==> src/rtl/multiply_arbiter.sv <==
// Round-robin arbiter sharing one combinational multiplier among four requesters.
// Grants, registers operands for one cycle, then returns the tagged product.
module multiply_arbiter #(
  parameter int WIDTH = 16
) (
  input  logic               clk,
  input  logic               nReset,
  input  logic [3:0]         req,
  input  logic [4*WIDTH-1:0] req_a,
  input  logic [4*WIDTH-1:0] req_b,
  output logic [3:0]         gnt,
  output logic [WIDTH-1:0]   mul_a,
  output logic [WIDTH-1:0]   mul_b,
  input  logic [WIDTH-1:0]   mul_p,
  output logic               rsp_valid,
  output logic [1:0]         rsp_id,
  output logic [WIDTH-1:0]   rsp_p,
  output logic               busy
);

  localparam logic [1:0] IDLE  = 2'd0;
  localparam logic [1:0] ISSUE = 2'd1;
  localparam logic [1:0] RESP  = 2'd2;

  logic [1:0]       state_reg;
  logic [1:0]       ptr_reg;
  logic [1:0]       id_reg;
  logic [3:0]       gnt_reg;
  logic [WIDTH-1:0] mul_a_reg;
  logic [WIDTH-1:0] mul_b_reg;
  logic             rsp_valid_reg;
  logic [1:0]       rsp_id_reg;
  logic [WIDTH-1:0] rsp_p_reg;

  logic [WIDTH-1:0] a_slice [4];
  logic [WIDTH-1:0] b_slice [4];

  genvar gi;
  generate
    for (gi = 0; gi < 4; gi++) begin : g_unpack
      assign a_slice[gi] = req_a[gi*WIDTH +: WIDTH];
      assign b_slice[gi] = req_b[gi*WIDTH +: WIDTH];
    end
  endgenerate

  // First set request searching upward from ptr_reg, wrapping 3 -> 0.
  logic       win_found;
  logic [1:0] win_idx;
  logic [1:0] cand;

  always_comb begin
    win_found = 1'b0;
    win_idx   = ptr_reg;
    cand      = ptr_reg;
    for (int i = 0; i < 4; i++) begin
      cand = ptr_reg + 2'(i);
      if (!win_found && req[cand]) begin
        win_found = 1'b1;
        win_idx   = cand;
      end
    end
  end

  always_ff @(posedge clk or negedge nReset) begin
    if (!nReset) begin
      state_reg     <= IDLE;
      ptr_reg       <= 2'd0;
      id_reg        <= 2'd0;
      gnt_reg       <= 4'd0;
      mul_a_reg     <= '0;
      mul_b_reg     <= '0;
      rsp_valid_reg <= 1'b0;
      rsp_id_reg    <= 2'd0;
      rsp_p_reg     <= '0;
    end else begin
      case (state_reg)
        IDLE, RESP: begin
          rsp_valid_reg <= 1'b0;
          if (win_found) begin
            gnt_reg   <= 4'b0001 << win_idx;
            mul_a_reg <= a_slice[win_idx];
            mul_b_reg <= b_slice[win_idx];
            ptr_reg   <= win_idx + 2'd1;
            id_reg    <= win_idx;
            state_reg <= ISSUE;
          end else begin
            gnt_reg   <= 4'd0;
            state_reg <= IDLE;
          end
        end
        ISSUE: begin
          // Multiplier has had the whole cycle to settle on the registered operands.
          gnt_reg       <= 4'd0;
          rsp_p_reg     <= mul_p;
          rsp_id_reg    <= id_reg;
          rsp_valid_reg <= 1'b1;
          state_reg     <= RESP;
        end
        default: begin
          gnt_reg       <= 4'd0;
          rsp_valid_reg <= 1'b0;
          state_reg     <= IDLE;
        end
      endcase
    end
  end

  assign gnt       = gnt_reg;
  assign mul_a     = mul_a_reg;
  assign mul_b     = mul_b_reg;
  assign rsp_valid = rsp_valid_reg;
  assign rsp_id    = rsp_id_reg;
  assign rsp_p     = rsp_p_reg;
  assign busy      = (state_reg == ISSUE);

endmodule

==> config.mk <==
export PLATFORM = sky130hd
export DESIGN_NAME = multiply_arbiter
export DESIGN_NICKNAME = d
export VERILOG_FILES = /design/src/rtl/multiply_arbiter.sv
export SDC_FILE = /design/constraint.sdc
export NUM_CORES = 1
export LEC_CHECK = 0
export CAP_MARGIN = 20
export CORE_AREA = 8 8 83 121
export CTS_BUF_LIST = sky130_fd_sc_hd__clkbuf_8
export CTS_CLUSTER_SIZE = 14
export DETAILED_ROUTE_END_ITERATION = 7
export DIE_AREA = 0 0 91 129
export GPL_ROUTABILITY_DRIVEN = 0
export HOLD_SLACK_MARGIN = 0.06
export PLACE_DENSITY = 0.95
export SLEW_MARGIN = 20
export SYNTH_ARGS = -nofsm -noshare
export SYNTH_HDL_FRONTEND = slang
export SYNTH_SLANG_ARGS = --single-unit
==> constraint.sdc <==
create_clock -name clk -period 3.02 [get_ports clk]
set_input_delay 0.906 -clock clk [delete_from_list [all_inputs] [get_ports clk]]
set_output_delay 0.906 -clock clk [all_outputs]
set_load 0.05 [all_outputs]
==> impl_metrics.env <==
export IMPL_track_usage_pct=20.7
export IMPL_synth_edff_count=0
export IMPL_clkLatencyLatePin_ns=0.34
export IMPL_drt_iter0_drc=174
export IMPL_crit_buf_inv=2
export IMPL_core_area_mm2=0.00831
export IMPL_finalSetupViolCount=0
export IMPL_die_x_um=91
export IMPL_routed_wl_um=12400
export IMPL_syn_nets=452
export IMPL_final_area_mm2=0.00580
export IMPL_post_dp_hpwl_um=9590
export IMPL_grtUsageMet3_pct=7.34
export IMPL_power_density_mw_per_mm2=995
export IMPL_syn_area_mm2=0.00338
export IMPL_finalHoldViolCount=0
export IMPL_place_area_mm2=0.00559
export IMPL_cts_resized=0
export IMPL_grt_ovfl_total=0
export IMPL_synthArstFlopShare_pct=100
export IMPL_arrival_ns=2.88
export IMPL_grt_setup_unrepaired="false"
export IMPL_worst_slew_pin_slew_ns=0.622
export IMPL_ios=206
export IMPL_num_rows=41
export IMPL_path_clk_slew_ns=0.07
export IMPL_antenna_found_initial=0
export IMPL_cts_tree="done"
export IMPL_critical_path_class="primary input to flop"
export IMPL_end_kind="flop"
export IMPL_drive_gt1_share_pct=13.8
export IMPL_drt_wirelength_per_cell_um=20.2
export IMPL_netlist_instances=302
export IMPL_hp_class="flop to flop"
export IMPL_fillers=629
export IMPL_vias_per_cell=5.43
export IMPL_die_h_um=129
export IMPL_startpoint_type="primary input"
export IMPL_netlist_area_leader_share_pct=44.4
export IMPL_postCtsHoldBufs=0
export IMPL_cp_cell_sequence="clkdlybuf4s50_1 > nor2_1 > a221oi_4 > nand2_4 > buf_12 > a2111oi_1 > a211oi_1"
export IMPL_synth_common_cells="dfrtp_1 (60), nor2_1 (36), and3_1 (34), mux2i_1 (32), a211oi_1 (29)"
export IMPL_num_nets_final=651
export IMPL_avgSynthCellArea_um2=11.2
export IMPL_yosys_warnings=0
export IMPL_initial_core_util_pct=40.7
export IMPL_ys_seq_elements=60
export IMPL_max_cap_viol_count=0
export IMPL_grt_pass1_wl_um=19400
export IMPL_path_max_fanout=39
export IMPL_synth_most_common_cell="dfrtp_1"
export IMPL_crit_required_ns=3.22
export IMPL_seq_area_frac_synth_pct=44.4
export IMPL_finClkSkew_ns=0.0101
export IMPL_ant_nets=0
export IMPL_cts_root_buf="clkbuf_8"
export IMPL_use_met1_pct=20.1
export IMPL_grt_start_max_net_pins=41
export IMPL_dieArea_mm2=0.0117
export IMPL_synthFlopType="dfrtp_1"
export IMPL_fin_crit_sh_pct=88.8
export IMPL_synth_top_area_cell="dfrtp_1"
export IMPL_cts_buffers_inserted=9
export IMPL_critPathMaxStageDelay_ns=0.57
export IMPL_fmax_mhz=373
export IMPL_critical_path_top_delay_family="compound AO/OA/AOI/OAI gates"
export IMPL_post_cts_setup_buffers=0
export IMPL_clock_path_buffers=2
export IMPL_power_leakage_nw=2.36
export IMPL_cts_sinks=60
export IMPL_grt_pass1_vias=3839
export IMPL_status="completed"
export IMPL_area_growth_pct=71.2
export IMPL_max_slew_margin_pct=58.5
export IMPL_drc=0
export IMPL_busiest_layer="met2"
export IMPL_vias=3329
export IMPL_io_buffers=205
export IMPL_yosys_top_cells_area="dfrtp_1 (44%), mux2i_1 (9.5%), a211oi_1 (6.4%), and3_1 (6.3%), mux2_2 (6.0%)"
export IMPL_antenna_cells=0
export IMPL_grt_use_met2_pct=37.5
export IMPL_netlist_cell_type_count=31
export IMPL_h_tree_depth=3
export IMPL_maxSlewViolCount=0
export IMPL_min_period_ns=2.68
export IMPL_ir_worst_vdd_mv=0.543
export IMPL_drt_pass1_iterations=4
export IMPL_cp_slowest_cell="clkdlybuf4s50_1"
export IMPL_finalSetupTns_ns=0
## worst paths after layout
kind / start / end / slack (ns) / depth (start not counted)
setup / recovery: req[1] / mul_b[5] / 0.34 / 7
hold / removal: id_reg[1] / id_reg[1] / 0.50 / 2
setup reg to reg: ptr_reg[1] / mul_b[5] / 0.98 / 6
hold reg to reg: id_reg[1] / id_reg[1] / 0.50 / 2
max in group asynchronous: nReset / mul_b[4] / 1.82 / 2
min in group asynchronous: nReset / mul_a[9] / 0.58 / 1
## power by group
group / total [W] / switching (W) / internal (W)
logic: 0.00364 / 0.00224 / 0.00139
registers: 0.00139 / 0.000218 / 0.00117
clock network: 0.000735 / 0.000315 / 0.000420
## kinds of logic (layout without fill, tap and decap cells)
family,count (synthesis),count (layout),synth area share [%]
muxes,50,50,15.5
DFF,60,60,44.4
AOI/OAI and AO/OA,75,75,21.6
buffers and inverters,33,237,5.66
xor gates and xnor gates,1,1,0.259
and+or+nand+nor,83,83,12.7
## tightest hold or removal path: cells and delay by family (launching register included)
kind	cells	cell delay [ns]
AOI/OAI and AO/OA	1	0.07
and+or+nand+nor	1	0.05
DFF	1	0.35
## final cells by class
cell class | count | area, µm² | area share, %
well taps | 107 | 134 | 2.31
inverters | 2 | 7.51 | 0.130
clock buffers | 11 | 151 | 2.61
multi-input cells | 209 | 1700 | 29.3
repair buffers | 219 | 2250 | 38.8
flip-flops and latches | 60 | 1500 | 25.9
clock inverters | 5 | 51.3 | 0.885
## cells in the final DEF (no fill, tap or decap), types with 7 or more instances in the layout
cell	instances
a211oi_1	29
mux2_2	18
mux2i_1	32
nor2_1	36
a2111oi_1	20
and3_1	34
buf_12	8
buf_4	7
clkdlybuf4s50_1	203
a2111oi_2	12
clkbuf_8	11
dfrtp_1	60
## metal layers
metal	up-vias	wire, µm	part of all wire (%)
met4	0	468	3.8
met1	1587	4350	35
met5	-	0	0
met2	155	6600	53
met3	31	971	7.8
li1	1556	-	-
## metrics by stage
step	setup slack (ns)	total power (W)	instances	hold WS (ns)	utilization [%]
finish	0.340	0.00576	613	0.499	69.7
floorplan	0.330	0.00375	302	0.444	-
detailed placement	0.0144	0.00506	597	0.472	67.3
global route	0.237	0.00604	613	0.530	69.7
global placement	0.176	0.00495	597	0.458	67.3
CTS	0.358	0.00581	613	0.505	69.7
Note: power is estimated with default switching activity, not from simulation.
==> edit 1, RTL diff (config.mk and constraints unchanged) <==
The parameter `WIDTH` goes from 16 to 18.
--- a/src/rtl/multiply_arbiter.sv
+++ b/src/rtl/multiply_arbiter.sv
@@ -1,7 +1,7 @@
 // Round-robin arbiter sharing one combinational multiplier among four requesters.
 // Grants, registers operands for one cycle, then returns the tagged product.
 module multiply_arbiter #(
-  parameter int WIDTH = 16
+  parameter int WIDTH = 18
 ) (
   input  logic               clk,
   input  logic               nReset,
Ports: changed (6 resized); port bits go from 206 to 230. No check against the original RTL was run, so the function may have changed too.
==> edit 1 against the original RTL <==
Total power increased by 8.5%; count of clock-buffer cells in the layout decreased by 2; area after synthesis increased by 4.7%; critical path type unchanged; wire length increased by 14%; setup slack got worse by 0.14 ns; utilization increased by 5.3 points; highest routed layer unchanged; sequential cell count increased by 6; clock skew decreased by 0.0013 ns; design area increased by 7.6%; die area unchanged.
==> edit 1: results (changes against the original RTL) <==
[final_layout]
final_core_util_pct=75.0  ; +5.3 points
nNetsFinal=723  ; +11%
multi_input_cells=231  ; +11%
nonClkBufAreaFrac_pct=39.4  ; +0.60 points
n_all_buffers=245  ; +12%
fill_cells=580  ; -7.8%
seq_share_pct=26.5  ; +0.58 points
drive_gt1_share_pct=10.7  ; -3.1 points
clkCellAreaFrac_pct=3.49  ; -0.0055 points
multi_input_area_um2=1770  ; +3.9%

[yosys]
postSynthCellCount=333  ; +10%
synth-xor-area-share_pct=0.247  ; -0.012 points
synth_cell_types=28  ; -9.7%
synth_warnings=0  ; unchanged
synth_most_common_cell=dfrtp_1
synth_compound_area_share_pct=18.8  ; -2.7 points
seq_area_frac_synth_pct=46.6  ; +2.2 points
synth_area_leaders=dfrtp_1, mux2i_1, a2111oi_0, a211oi_1, and3_1
synthMuxAreaShare_pct=16.5  ; +1.1 points
synth-async-reset-ratio_pct=100  ; unchanged
synth_top_cells_by_count=dfrtp_1, nor2_1, and3_1
syn_nets=501  ; +11%

[place]
post-dp-hpwl_um=11200  ; +17%
place_inst=651  ; +9.0%
place_area_um2=6020  ; +7.6%
io_buffer_count=229  ; +12%
place_ws_ns=-0.121  ; -0.135 ns

[drt]
wl_met2_um=7510  ; +14%
wl_met3_um=1150  ; +19%
drt_iter0_drc=251  ; +44%
routed_wl_um=14100  ; +14%
viasPerCell=5.66  ; +4.3%
wirelength_met1_um=4830  ; +11%

[outcome]
status=finished, final reports clean

[pwr]
peakVddDrop_uv=595  ; +9.6%
leakage_nw=2.58  ; +9.4%

[global_route]
grt_pass1_wl_um=21700  ; +12%
grt_pass1_vias=4111  ; +7.1%
grt_use_met3_pct=7.46  ; +0.12 points
grt_use_total_pct=23.4  ; +2.7 points
grt_use_met2_pct=41.9  ; +4.4 points

[cts]
clock_sinks=66  ; +10%
path_clk_slew_ns=0.08

[critical_path]
cp_max_fo=40  ; +2.6%
reg2reg_setup_slack_ns=0.84  ; -0.14 ns
critPathSlowestCell=a2111oi_0
worst_r2r_endpoint=mul_b[6]
arrival_ns=3.01  ; +0.13 ns
slowest_delay_ns=0.59  ; +0.02 ns

[timing]
clock.fmax_mhz=354  ; -5.1%
fin_skew_ns=0.00875  ; -0.00134 ns

[edit 1: cell count changes in the layout (fill, tap and decap cells not counted), moves of 5 or more]
cell / delta
a2111oi_1: -20
nor2_1: +5
clkdlybuf4s50_1: +25
buf_4: +5
a2111oi_0: +35
a2111oi_2: -11
a211oi_1: +7
dfrtp_1: +6
[edit 1: worst min-delay path by stage]
stage          slack [ns]       from  cells after the start        end
3_5_place_dp         0.48  id_reg[0]                      2  id_reg[0]
6_report             0.49  id_reg[0]                      2  id_reg[0]
5_1_grt              0.53  id_reg[1]                      1  id_reg[1]
2_1_floorplan        0.44  id_reg[1]                      1  id_reg[1]
3_3_place_gp         0.45  id_reg[1]                      1  id_reg[1]
4_1_cts              0.50  id_reg[0]                      2  id_reg[0]
[edit 1: report_power, final]
group          total (mW)  internal (mW)  switching (mW)  leakage, nW
logic                3.90           1.47            2.43         1.71
registers            1.54           1.29           0.248        0.761
clock network       0.811          0.463           0.348        0.105
==> edit 2, RTL diff (config.mk and constraints unchanged) <==
Without the edit above. Make the reset (`nReset`) synchronous in one clocked block.
--- a/src/rtl/multiply_arbiter.sv
+++ b/src/rtl/multiply_arbiter.sv
@@ -61,7 +61,7 @@
     end
   end
 
-  always_ff @(posedge clk or negedge nReset) begin
+  always_ff @(posedge clk) begin
     if (!nReset) begin
       state_reg     <= IDLE;
       ptr_reg       <= 2'd0;
Check against the original RTL: differs if nReset is asserted again (counterexample within 4 cycles, from zero or initial values and one cycle with nReset low); with nReset held inactive, the same outputs for 10 cycles.
==> edit 2 against the original RTL <==
Sequential cell count up 1; area after synthesis down 7.1%; die area unchanged; clock skew is 0.0060 ns lower; via count decreased by 4.4%; global-route usage decreased by 1.0 points; design area is 4.4% lower; wire length decreased by 4.3%; setup slack better by 0.011 ns; critical path type unchanged.
Power is not compared: it rests on default switching activity, and its combinational part moved more than twofold at a synthesized area within 25%.
==> edit 2: results (changes against the original RTL) <==
[outcome]
status=finished, final reports clean

[yosys]
synth_top_cells_by_count=nand2_1, mux2i_1, dfxtp_1
syn_nets=459  ; +1.5%
synth_ff_type=dfxtp_1
postSynthCellCount=309  ; +2.3%
synth-async-reset-ratio_pct=0  ; -100 points
seq_area_frac_synth_pct=38.8  ; -5.5 points

[final_layout]
fill_cells=622  ; -1.1%
flops_and_latches=61  ; +1.7%
drive_gt1_share_pct=13.0  ; -0.83 points
nNonClkInverters=6  ; +4
multi_input_area_um2=1720  ; +1.2%
seq_area_um2=1220  ; -19%
n_all_buffers=225  ; +2.7%
clkCellAreaFrac_pct=3.21  ; -0.29 points
nNetsFinal=669  ; +2.8%
nClkBuffers=12  ; +1
stdcell_count=630  ; +2.8%
nonClkBufAreaFrac_pct=40.8  ; +2.0 points
multi_input_cells=216  ; +3.3%

[critical_path]
slowest_delay_ns=0.53  ; -0.04 ns
r2r_start=ptr_reg[1]
cp_max_fo=23  ; -41%
ff2ff_path_depth=7  ; +1
reg2reg_setup_slack_ns=1.05  ; +0.07 ns
worst_r2r_endpoint=mul_a[5]
cp_top_family=buffers and inverters

[timing]
tightest_slew_ns=0.567  ; -0.0552 ns
fin_skew_ns=0.00414  ; -0.00595 ns

[global_route]
grt_max_degree=33  ; -20%
grt_antenna_before_repair=0  ; unchanged
grt_use_total_pct=19.7  ; -1.0 points
grt_pass1_wl_um=18400  ; -5.3%

[worst_hold_path]
min_from=rsp_p[11]
min_to=rsp_p[11]

[drt]
viasPerCell=5.05  ; -6.9%
drt_iter0_drc=122  ; -30%

[place]
io_buffer_count=205  ; unchanged
post-dp-hpwl_um=9650  ; +0.58%

## edit 2: worst max path at each step
stage | startpoint | to | slack, ns
6_report | req[3] | mul_a[5] | 0.35
5_1_grt | req[3] | mul_a[5] | 0.24
4_1_cts | req[3] | mul_a[5] | 0.37
3_5_place_dp | req[3] | mul_a[5] | 0.002
3_3_place_gp | req[3] | mul_a[8] | 0.13
2_1_floorplan | state_reg[1] | busy | 0.83
## edit 2: routing by layer
metal  track usage (%)  share of wire (%)  vias to the layer above
met2              35.4                 51                      143
met3              7.17                8.1                       20
li1                  -                  -                     1529
met1              20.4                 39                     1492
met5                 0                  0                        -
met4              7.55                2.3                        0
## edit 2: per-stage QoR
| step | hold slack [ns] | util [%] | setup slack, ns | cell area [um2] |
|---|---|---|---|---|
| 6_report | 0.459 | 66.6 | 0.350 | 5540 |
| 5_1_grt | 0.482 | 66.6 | 0.241 | 5540 |
| 4_1_cts | 0.464 | 66.6 | 0.370 | 5540 |
| 3_5_place_dp | 0.446 | 64.5 | 0.00177 | 5360 |
| 3_3_place_gp | 0.443 | 64.5 | 0.125 | 5360 |
| 2_1_floorplan | 0.440 | - | 0.830 | 3150 |
## edit 2: worst min-delay path: stages (launching register included)
cell	delay, ns
dfxtp_1	0.31
nand2_1	0.05
a21boi_0	0.06
## edit 2: power groups by stage
stage               clock network, mW  logic, mW  registers [mW]
CTS                             0.677       1.34           0.976
global route                    0.708       1.40           0.989
finish                          0.649       1.33           0.976
floorplan                           0      0.487            1.32
detailed placement                  0       1.33           0.992
global placement                    0       1.31           0.987
## edit 2: cells by family after synthesis
family	synth area share, %
AND/OR/NAND/NOR	11.9
multiplexers	21.0
flip-flops	38.8
AO/OA/AOI/OAI	21.1
buffers and inverters	6.92
XOR/XNOR	0.278
